[config.mk]
export PLATFORM = sky130hd
export DESIGN_NAME = fetch_stage_flat
export DESIGN_NICKNAME = d
export VERILOG_FILES = /design/src/rtl/fetch_stage_pkg.sv /design/src/rtl/fetch_stage_if.sv /design/src/rtl/fetch_stage_skid_buf.sv /design/src/rtl/fetch_stage.sv /design/src/flat_wrapper.sv
export SDC_FILE = /design/constraint.sdc
export NUM_CORES = 1
export LEC_CHECK = 0
export CORE_MARGIN = 10
export CORE_UTILIZATION = 45
export DETAILED_ROUTE_END_ITERATION = 6
export GPL_TIMING_DRIVEN = 1
export PLACE_DENSITY = 0.77
export RECOVER_POWER = 100
export SYNTH_ARGS = -nofsm -noshare
export SYNTH_HDL_FRONTEND = slang
export SYNTH_SLANG_ARGS = --single-unit
export TNS_END_PERCENT = 30
[constraint.sdc]
create_clock -name clk -period 1.9 [get_ports clk]
set_clock_uncertainty 0.05 [all_clocks]
set_input_delay 0.475 -clock clk [delete_from_list [all_inputs] [get_ports clk]]
set_output_delay 0.475 -clock clk [all_outputs]
set_load 0.01 [all_outputs]
[src/rtl/fetch_stage_pkg.sv]
// Shared types and constants for the instruction fetch stage.
package fetch_stage_pkg;

  localparam int unsigned WORD_W = 32;

  typedef logic [WORD_W-1:0] word_t;

  localparam word_t RESET_PC = 32'hBFC0_0000;
  localparam word_t PC_STEP  = 32'd4;

  typedef enum logic [1:0] {
    REQ  = 2'd0,
    WAIT = 2'd1,
    HOLD = 2'd2
  } fetch_state_t;

  typedef struct packed {
    word_t instr;
    word_t pc;
    word_t pcplus4;
    logic  adel;
    logic  valid;
  } fetch_bundle_t;

  // Sequential PC, wraps modulo 2^32.
  function automatic word_t pc_next(input word_t pc);
    return word_t'(pc + PC_STEP);
  endfunction

  // Instruction fetch requires word alignment.
  function automatic logic pc_misaligned(input word_t pc);
    return pc[1:0] != 2'b00;
  endfunction

endpackage

[src/rtl/fetch_stage_if.sv]
// SRAM-like instruction bus: one request, address handshake, data handshake.
interface fetch_stage_if;
  import fetch_stage_pkg::*;

  logic  inst_req;
  word_t inst_addr;
  logic  inst_addr_ok;
  logic  inst_data_ok;
  word_t inst_rdata;

  modport master (
    output inst_req,
    output inst_addr,
    input  inst_addr_ok,
    input  inst_data_ok,
    input  inst_rdata
  );

  modport slave (
    input  inst_req,
    input  inst_addr,
    output inst_addr_ok,
    output inst_data_ok,
    output inst_rdata
  );
endinterface

[src/rtl/fetch_stage_skid_buf.sv]
// One-entry word buffer that parks a returned instruction while decode stalls.
module fetch_skid_buf
  import fetch_stage_pkg::*;
(
  input  logic  clk,
  input  logic  reset,
  input  logic  load_i,
  input  logic  drain_i,
  input  logic  flush_i,
  input  word_t data_i,
  output word_t data_o,
  output logic  valid_o
);

  word_t data_q, data_d;
  logic  valid_q, valid_d;

  // Flush and drain both empty the entry; load only fills when neither applies.
  always_comb begin
    data_d  = data_q;
    valid_d = valid_q;
    if (flush_i || drain_i) begin
      valid_d = 1'b0;
    end else if (load_i) begin
      data_d  = data_i;
      valid_d = 1'b1;
    end
  end

  // Buffer storage.
  always_ff @(posedge clk or negedge reset) begin
    if (!reset) begin
      data_q  <= '0;
      valid_q <= 1'b0;
    end else begin
      data_q  <= data_d;
      valid_q <= valid_d;
    end
  end

  assign data_o  = data_q;
  assign valid_o = valid_q;

endmodule

[src/rtl/fetch_stage.sv]
// IF stage: owns the PC, runs one read at a time on the instruction bus,
// absorbs decode stalls and redirects, and registers the bundle for decode.
module fetch_stage #(
  parameter logic [31:0] RESET_PC = fetch_stage_pkg::RESET_PC
) (
  input  logic                   clk,
  input  logic                   reset,
  input  logic                   stall,
  input  logic                   redirect_valid,
  input  fetch_stage_pkg::word_t redirect_pc,
  fetch_stage_if.master          ibus,
  output logic                   d_valid,
  output fetch_stage_pkg::word_t d_instr,
  output fetch_stage_pkg::word_t d_pc,
  output fetch_stage_pkg::word_t d_pcplus4,
  output logic                   d_adel
);
  import fetch_stage_pkg::*;

  fetch_state_t  state_q, state_d;
  word_t         pc_q, pc_d;
  logic          discard_q, discard_d;
  logic          req_q, req_d;
  fetch_bundle_t d_q, d_d;

  logic  buf_load, buf_drain, buf_flush;
  word_t buf_data;
  logic  buf_valid;

  word_t pc_inc;
  logic  pc_bad;
  logic  addr_acc;

  assign pc_inc   = pc_next(pc_q);
  assign pc_bad   = pc_misaligned(pc_q);
  assign addr_acc = req_q && ibus.inst_addr_ok;

  fetch_skid_buf u_skid (
    .clk     (clk),
    .reset   (reset),
    .load_i  (buf_load),
    .drain_i (buf_drain),
    .flush_i (buf_flush),
    .data_i  (ibus.inst_rdata),
    .data_o  (buf_data),
    .valid_o (buf_valid)
  );

  // Next state, PC, discard flag and decode bundle; redirect overrides everything.
  always_comb begin
    state_d   = state_q;
    pc_d      = pc_q;
    discard_d = discard_q;
    d_d       = d_q;
    buf_load  = 1'b0;
    buf_drain = 1'b0;
    buf_flush = 1'b0;

    // Decode consumed the bundle and nothing new arrives unless overwritten below.
    if (!stall) d_d.valid = 1'b0;

    if (redirect_valid) begin
      pc_d      = redirect_pc;
      d_d.valid = 1'b0;
      buf_flush = 1'b1;
      unique case (state_q)
        REQ: begin
          // An accepted request still returns data that must be swallowed.
          if (addr_acc) begin
            discard_d = 1'b1;
            state_d   = WAIT;
          end
        end
        WAIT: begin
          if (ibus.inst_data_ok) begin
            discard_d = 1'b0;
            state_d   = REQ;
          end else begin
            discard_d = 1'b1;
          end
        end
        HOLD:    state_d = REQ;
        default: state_d = REQ;
      endcase
    end else begin
      unique case (state_q)
        REQ: begin
          if (pc_bad) begin
            // Report the address error and park until an exception redirect.
            if (!stall) begin
              d_d = '{instr: '0, pc: pc_q, pcplus4: pc_inc, adel: 1'b1, valid: 1'b1};
            end
          end else if (addr_acc) begin
            state_d = WAIT;
          end
        end
        WAIT: begin
          if (ibus.inst_data_ok) begin
            if (discard_q) begin
              discard_d = 1'b0;
              state_d   = REQ;
            end else if (!stall) begin
              d_d     = '{instr: ibus.inst_rdata, pc: pc_q, pcplus4: pc_inc,
                          adel: 1'b0, valid: 1'b1};
              pc_d    = pc_inc;
              state_d = REQ;
            end else begin
              buf_load = 1'b1;
              state_d  = HOLD;
            end
          end
        end
        HOLD: begin
          if (!stall && buf_valid) begin
            d_d       = '{instr: buf_data, pc: pc_q, pcplus4: pc_inc,
                          adel: 1'b0, valid: 1'b1};
            pc_d      = pc_inc;
            buf_drain = 1'b1;
            state_d   = REQ;
          end
        end
        default: state_d = REQ;
      endcase
    end
  end

  // Request is registered so it stays low until the first edge after reset.
  assign req_d = (state_d == REQ) && !pc_misaligned(pc_d);

  // Stage state registers.
  always_ff @(posedge clk or negedge reset) begin
    if (!reset) begin
      state_q   <= REQ;
      pc_q      <= RESET_PC;
      discard_q <= 1'b0;
      req_q     <= 1'b0;
      d_q       <= '0;
    end else begin
      state_q   <= state_d;
      pc_q      <= pc_d;
      discard_q <= discard_d;
      req_q     <= req_d;
      d_q       <= d_d;
    end
  end

  assign ibus.inst_req  = req_q;
  assign ibus.inst_addr = pc_q;

  assign d_valid   = d_q.valid;
  assign d_instr   = d_q.instr;
  assign d_pc      = d_q.pc;
  assign d_pcplus4 = d_q.pcplus4;
  assign d_adel    = d_q.adel;

endmodule

[src/flat_wrapper.sv]
// flat-port wrapper written by rule: the top's interface ports become plain ports
module fetch_stage_flat import fetch_stage_pkg::*;
#(
  parameter logic [31:0] RESET_PC = fetch_stage_pkg::RESET_PC
)
  (clk, reset, stall, redirect_valid, redirect_pc, d_valid, d_instr, d_pc, d_pcplus4, d_adel, ibus_inst_req, ibus_inst_addr, ibus_inst_addr_ok, ibus_inst_data_ok, ibus_inst_rdata);
  fetch_stage_if ibus_i ();
  input  logic clk;
  input  logic reset;
  input  logic stall;
  input  logic redirect_valid;
  input  fetch_stage_pkg::word_t redirect_pc;
  output logic d_valid;
  output fetch_stage_pkg::word_t d_instr;
  output fetch_stage_pkg::word_t d_pc;
  output fetch_stage_pkg::word_t d_pcplus4;
  output logic d_adel;
  output wire logic [$bits(ibus_i.inst_req)-1:0] ibus_inst_req;
  output wire logic [$bits(ibus_i.inst_addr)-1:0] ibus_inst_addr;
  input wire logic [$bits(ibus_i.inst_addr_ok)-1:0] ibus_inst_addr_ok;
  input wire logic [$bits(ibus_i.inst_data_ok)-1:0] ibus_inst_data_ok;
  input wire logic [$bits(ibus_i.inst_rdata)-1:0] ibus_inst_rdata;
  assign ibus_inst_req = ibus_i.inst_req;
  assign ibus_inst_addr = ibus_i.inst_addr;
  assign ibus_i.inst_addr_ok = ibus_inst_addr_ok;
  assign ibus_i.inst_data_ok = ibus_inst_data_ok;
  assign ibus_i.inst_rdata = ibus_inst_rdata;
  fetch_stage #(.RESET_PC(RESET_PC)) u_core (.clk(clk), .reset(reset), .stall(stall), .redirect_valid(redirect_valid), .redirect_pc(redirect_pc), .ibus(ibus_i), .d_valid(d_valid), .d_instr(d_instr), .d_pc(d_pc), .d_pcplus4(d_pcplus4), .d_adel(d_adel));
endmodule
==> results.tsv <==
metric	value	unit
initial DRC count	583	
Final Hold Vio Count	0	
initial antenna violation count	2	
Post-synth top flop	dfrtp_1	
Post-synth EDFFs	0	
TNS Setup	-2.76	ns
peak supply drop	0.000698	V
all-layer global routing usage	22.0	%
Detailed Route WL	27600	um
Post-DP HPWL	18300	um
failing checks	negative setup slack	
Routed Antenna Nets	0	
Hold Startpoint	u_core.d_pc[3]	
Ys Warns	0	
Final Setup Violations	54	
Final period util	110	%
met1 usage	27.4	%
Yosys reg bits	165	
Critical Path Fanout Max	5	
Design Power	12.2	mW
post-synthesis sequential area ratio	52.9	%
via count	7473	
grt met2 use	35.9	%
die footprint	0.0231	mm^2
syn avg cell area	10.8	um^2
Slowest cell on crit path	or4_1	
R2R setup slack	-0.19	ns
DR WL/cell	21.9	um
Critical R2R Capture	u_core.ibus.inst_addr[18]	
CP startpoint kind	flop	
root buffer cell	clkbuf_16	
Worst Hold End	u_core.d_pc[3]	
Max-Cap Viols	0	
die width	152	um
H-tree levels	4	
fin area	0.0118	mm^2
Fmax achieved	0.479	GHz
reg2reg start	u_core.ibus.inst_addr[2]	
WS Path Type	flop to flop	
clk_lat worst skew	0.43	ns
worst min path class	flop to flop	
Area Overhead vs Synth	50.1	%
WP data arrival	2.37	ns
Initial Util	45.6	%
leakage power	4.83	nW
PD cells	1040	mW/mm^2
number of I/O pins	201	
grt ovf	0	
DRC Markers	0	
WHS Path Cells	1	
Setup WS pre-CTS	-0.692	ns
RSZ-0062 raised after global routing	yes	
first-pass GRT wire length	41700	um
largest net degree at the start of global routing	41	
reg2reg path depth	7	
final setup margin	-0.186	ns
GPL Wtd Cong	0.880	
share of layout cells above drive strength 1	29.7	%
CTS clk-pin slew, worst paths	0.07	ns
core footprint	0.0172	mm^2
CTS Sinks	165	
total CTS buffers	17	
vias in the first global route	7403	
status	complete, but fails checks	
final slew viol count	0	
PortBufs	200	
min Tclk post-route	2.09	ns
Via density	5.94	
FFs w/ async S/R, synth	100	%
Critical Path Max Stage Delay	0.49	ns
Crit. End Element	flop	
row count	48	
Placed Area	0.0108	mm^2
max_slew headroom	35.1	%
syn nets	798	
Nets	1093	
Worst-Margin Slew	0.974	ns
Synth Instances	727	
Worst Path Required	2.18	ns
Core Util, Final	68.4	%
TritonCTS clock tree	yes	
crit-path leading delay family	simple AND/OR/NAND/NOR gates	
synthesized area	0.00783	mm^2
Buf/Inv on CP	2	
met3 usage	5.19	%
Longest Clk Path Bufs	2	
cells along the critical path	buf_12, ha_4, and4_4, nand3_4, buf_6, or4_1, a31oi_1	
First-pass DRT Iterations	6	
GR peak layer	met2	
Die Ht	152	um
count of different cell masters after synthesis	54	
[registers in the layout, indices dropped and copies added, names as in the netlist]
signal	cells
u_core.ibus.inst_addr	32
u_core.u_skid.valid_o	1
u_core.u_skid.data_o	32
u_core.d_pc	30
u_core.discard_q	1
u_core.state_q	2
u_core.d_pcplus4	32
u_core.ibus.inst_req	1
u_core.d_instr	32
u_core.d_adel	1
u_core.d_valid	1
[final cells by class]
type                            instances  area, um^2
Multi-Input combinational cell        486        3610
Tap cell                              225         282
Antenna cell                            1        2.50
Timing Repair Buffer                  344        3120
Sequential cell                       165        4150
Clock inverter                          8         104
Inverter                                8        30.0
Fill cell                            1329        5420
Clock buffer                           22         454
[power breakdown]
group	internal [mW]	switching, mW	leakage [nW]
clock	1.95	1.40	0.258
combinational	2.07	1.79	2.61
sequential	4.46	0.554	1.96
total	8.48	3.75	4.83
[cells in the mapped netlist, drive strengths merged (22+ instances only)]
| library cell | instances | share of area [%] |
|---|---|---|
| o21ai | 22 | 1.4 |
| or4 | 22 | 2.1 |
| a22oi | 33 | 3.2 |
| buf | 25 | 1.9 |
| a21oi | 107 | 6.8 |
| nand3 | 23 | 1.5 |
| dfrtp | 156 | 50 |
| nand2 | 31 | 1.5 |
| clkbuf | 44 | 2.1 |
| mux2 | 67 | 9.6 |
| nor2 | 24 | 1.2 |
| a31oi | 32 | 2.6 |
[what timing repair did]
action / 4_1_cts / 5_1_grt
gates cloned: 2 / 3
pin swaps: 24 / 32
hold endpoints to repair: 28 / 0
setup endpoints to repair: 126 / 143
setup buffers: 15 / 16
hold buffers: 1 / 0
resized for setup: 81 / 74
[worst max path at each step]
stage | startpoint | end | slack, ns | cells after the start
after floorplan | u_core.ibus.inst_addr[4] | u_core.ibus.inst_addr[25] | -0.05 | 5
after global placement | ibus_inst_data_ok | u_core.ibus.inst_addr[23] | -0.60 | 6
after detailed placement | ibus_inst_data_ok | u_core.ibus.inst_addr[26] | -0.69 | 6
after CTS | u_core.state_q[1] | u_core.ibus.inst_addr[29] | -0.08 | 4
after global routing | u_core.ibus.inst_addr[2] | u_core.d_pcplus4[30] | -0.21 | 7
final | u_core.ibus.inst_addr[2] | u_core.ibus.inst_addr[18] | -0.19 | 7
[layout by cell type (no fill, tap or decap), types with 16 or more instances in the layout]
cell type          n
buf_4            104
mux2_2            66
o21ai_0           20
a21oi_1          106
clkbuf_16         18
dlygate4sd2_1     37
dfrtp_1          149
o31ai_1           17
clkbuf_1          25
clkdlybuf4s50_1  126
a31oi_1           30
nor2_1            21
buf_6             16
a22oi_1           33
nand2_1           29
[cells by family after synthesis]
logic type               after synthesis  share of synthesized area (%)
adder cells (fa/ha/maj)                1                          0.160
buffers and inverters                 77                           4.41
AO/OA/AOI/OAI                        235                           18.3
flip-flops                           165                           52.9
XOR/XNOR                              18                           2.01
multiplexers                          69                           9.89
AND/OR/NAND/NOR                      162                           12.4
[layer usage]
metal / wire [um] / vias up / part of all wire (%)
met5: 18 / - / 0.065
met4: 854 / 2 / 3.1
met3: 2020 / 65 / 7.3
met2: 13700 / 352 / 50
met1: 11000 / 3738 / 40
li1: - / 3316 / -
[through the flow]
step                hold WS [ns]  instances
floorplan                  0.129        727
global placement           0.355       1191
detailed placement         0.358       1191
CTS                        0.455       1239
global route               0.463       1259
finish                     0.452       1259
(Power assumes the default switching activity.)
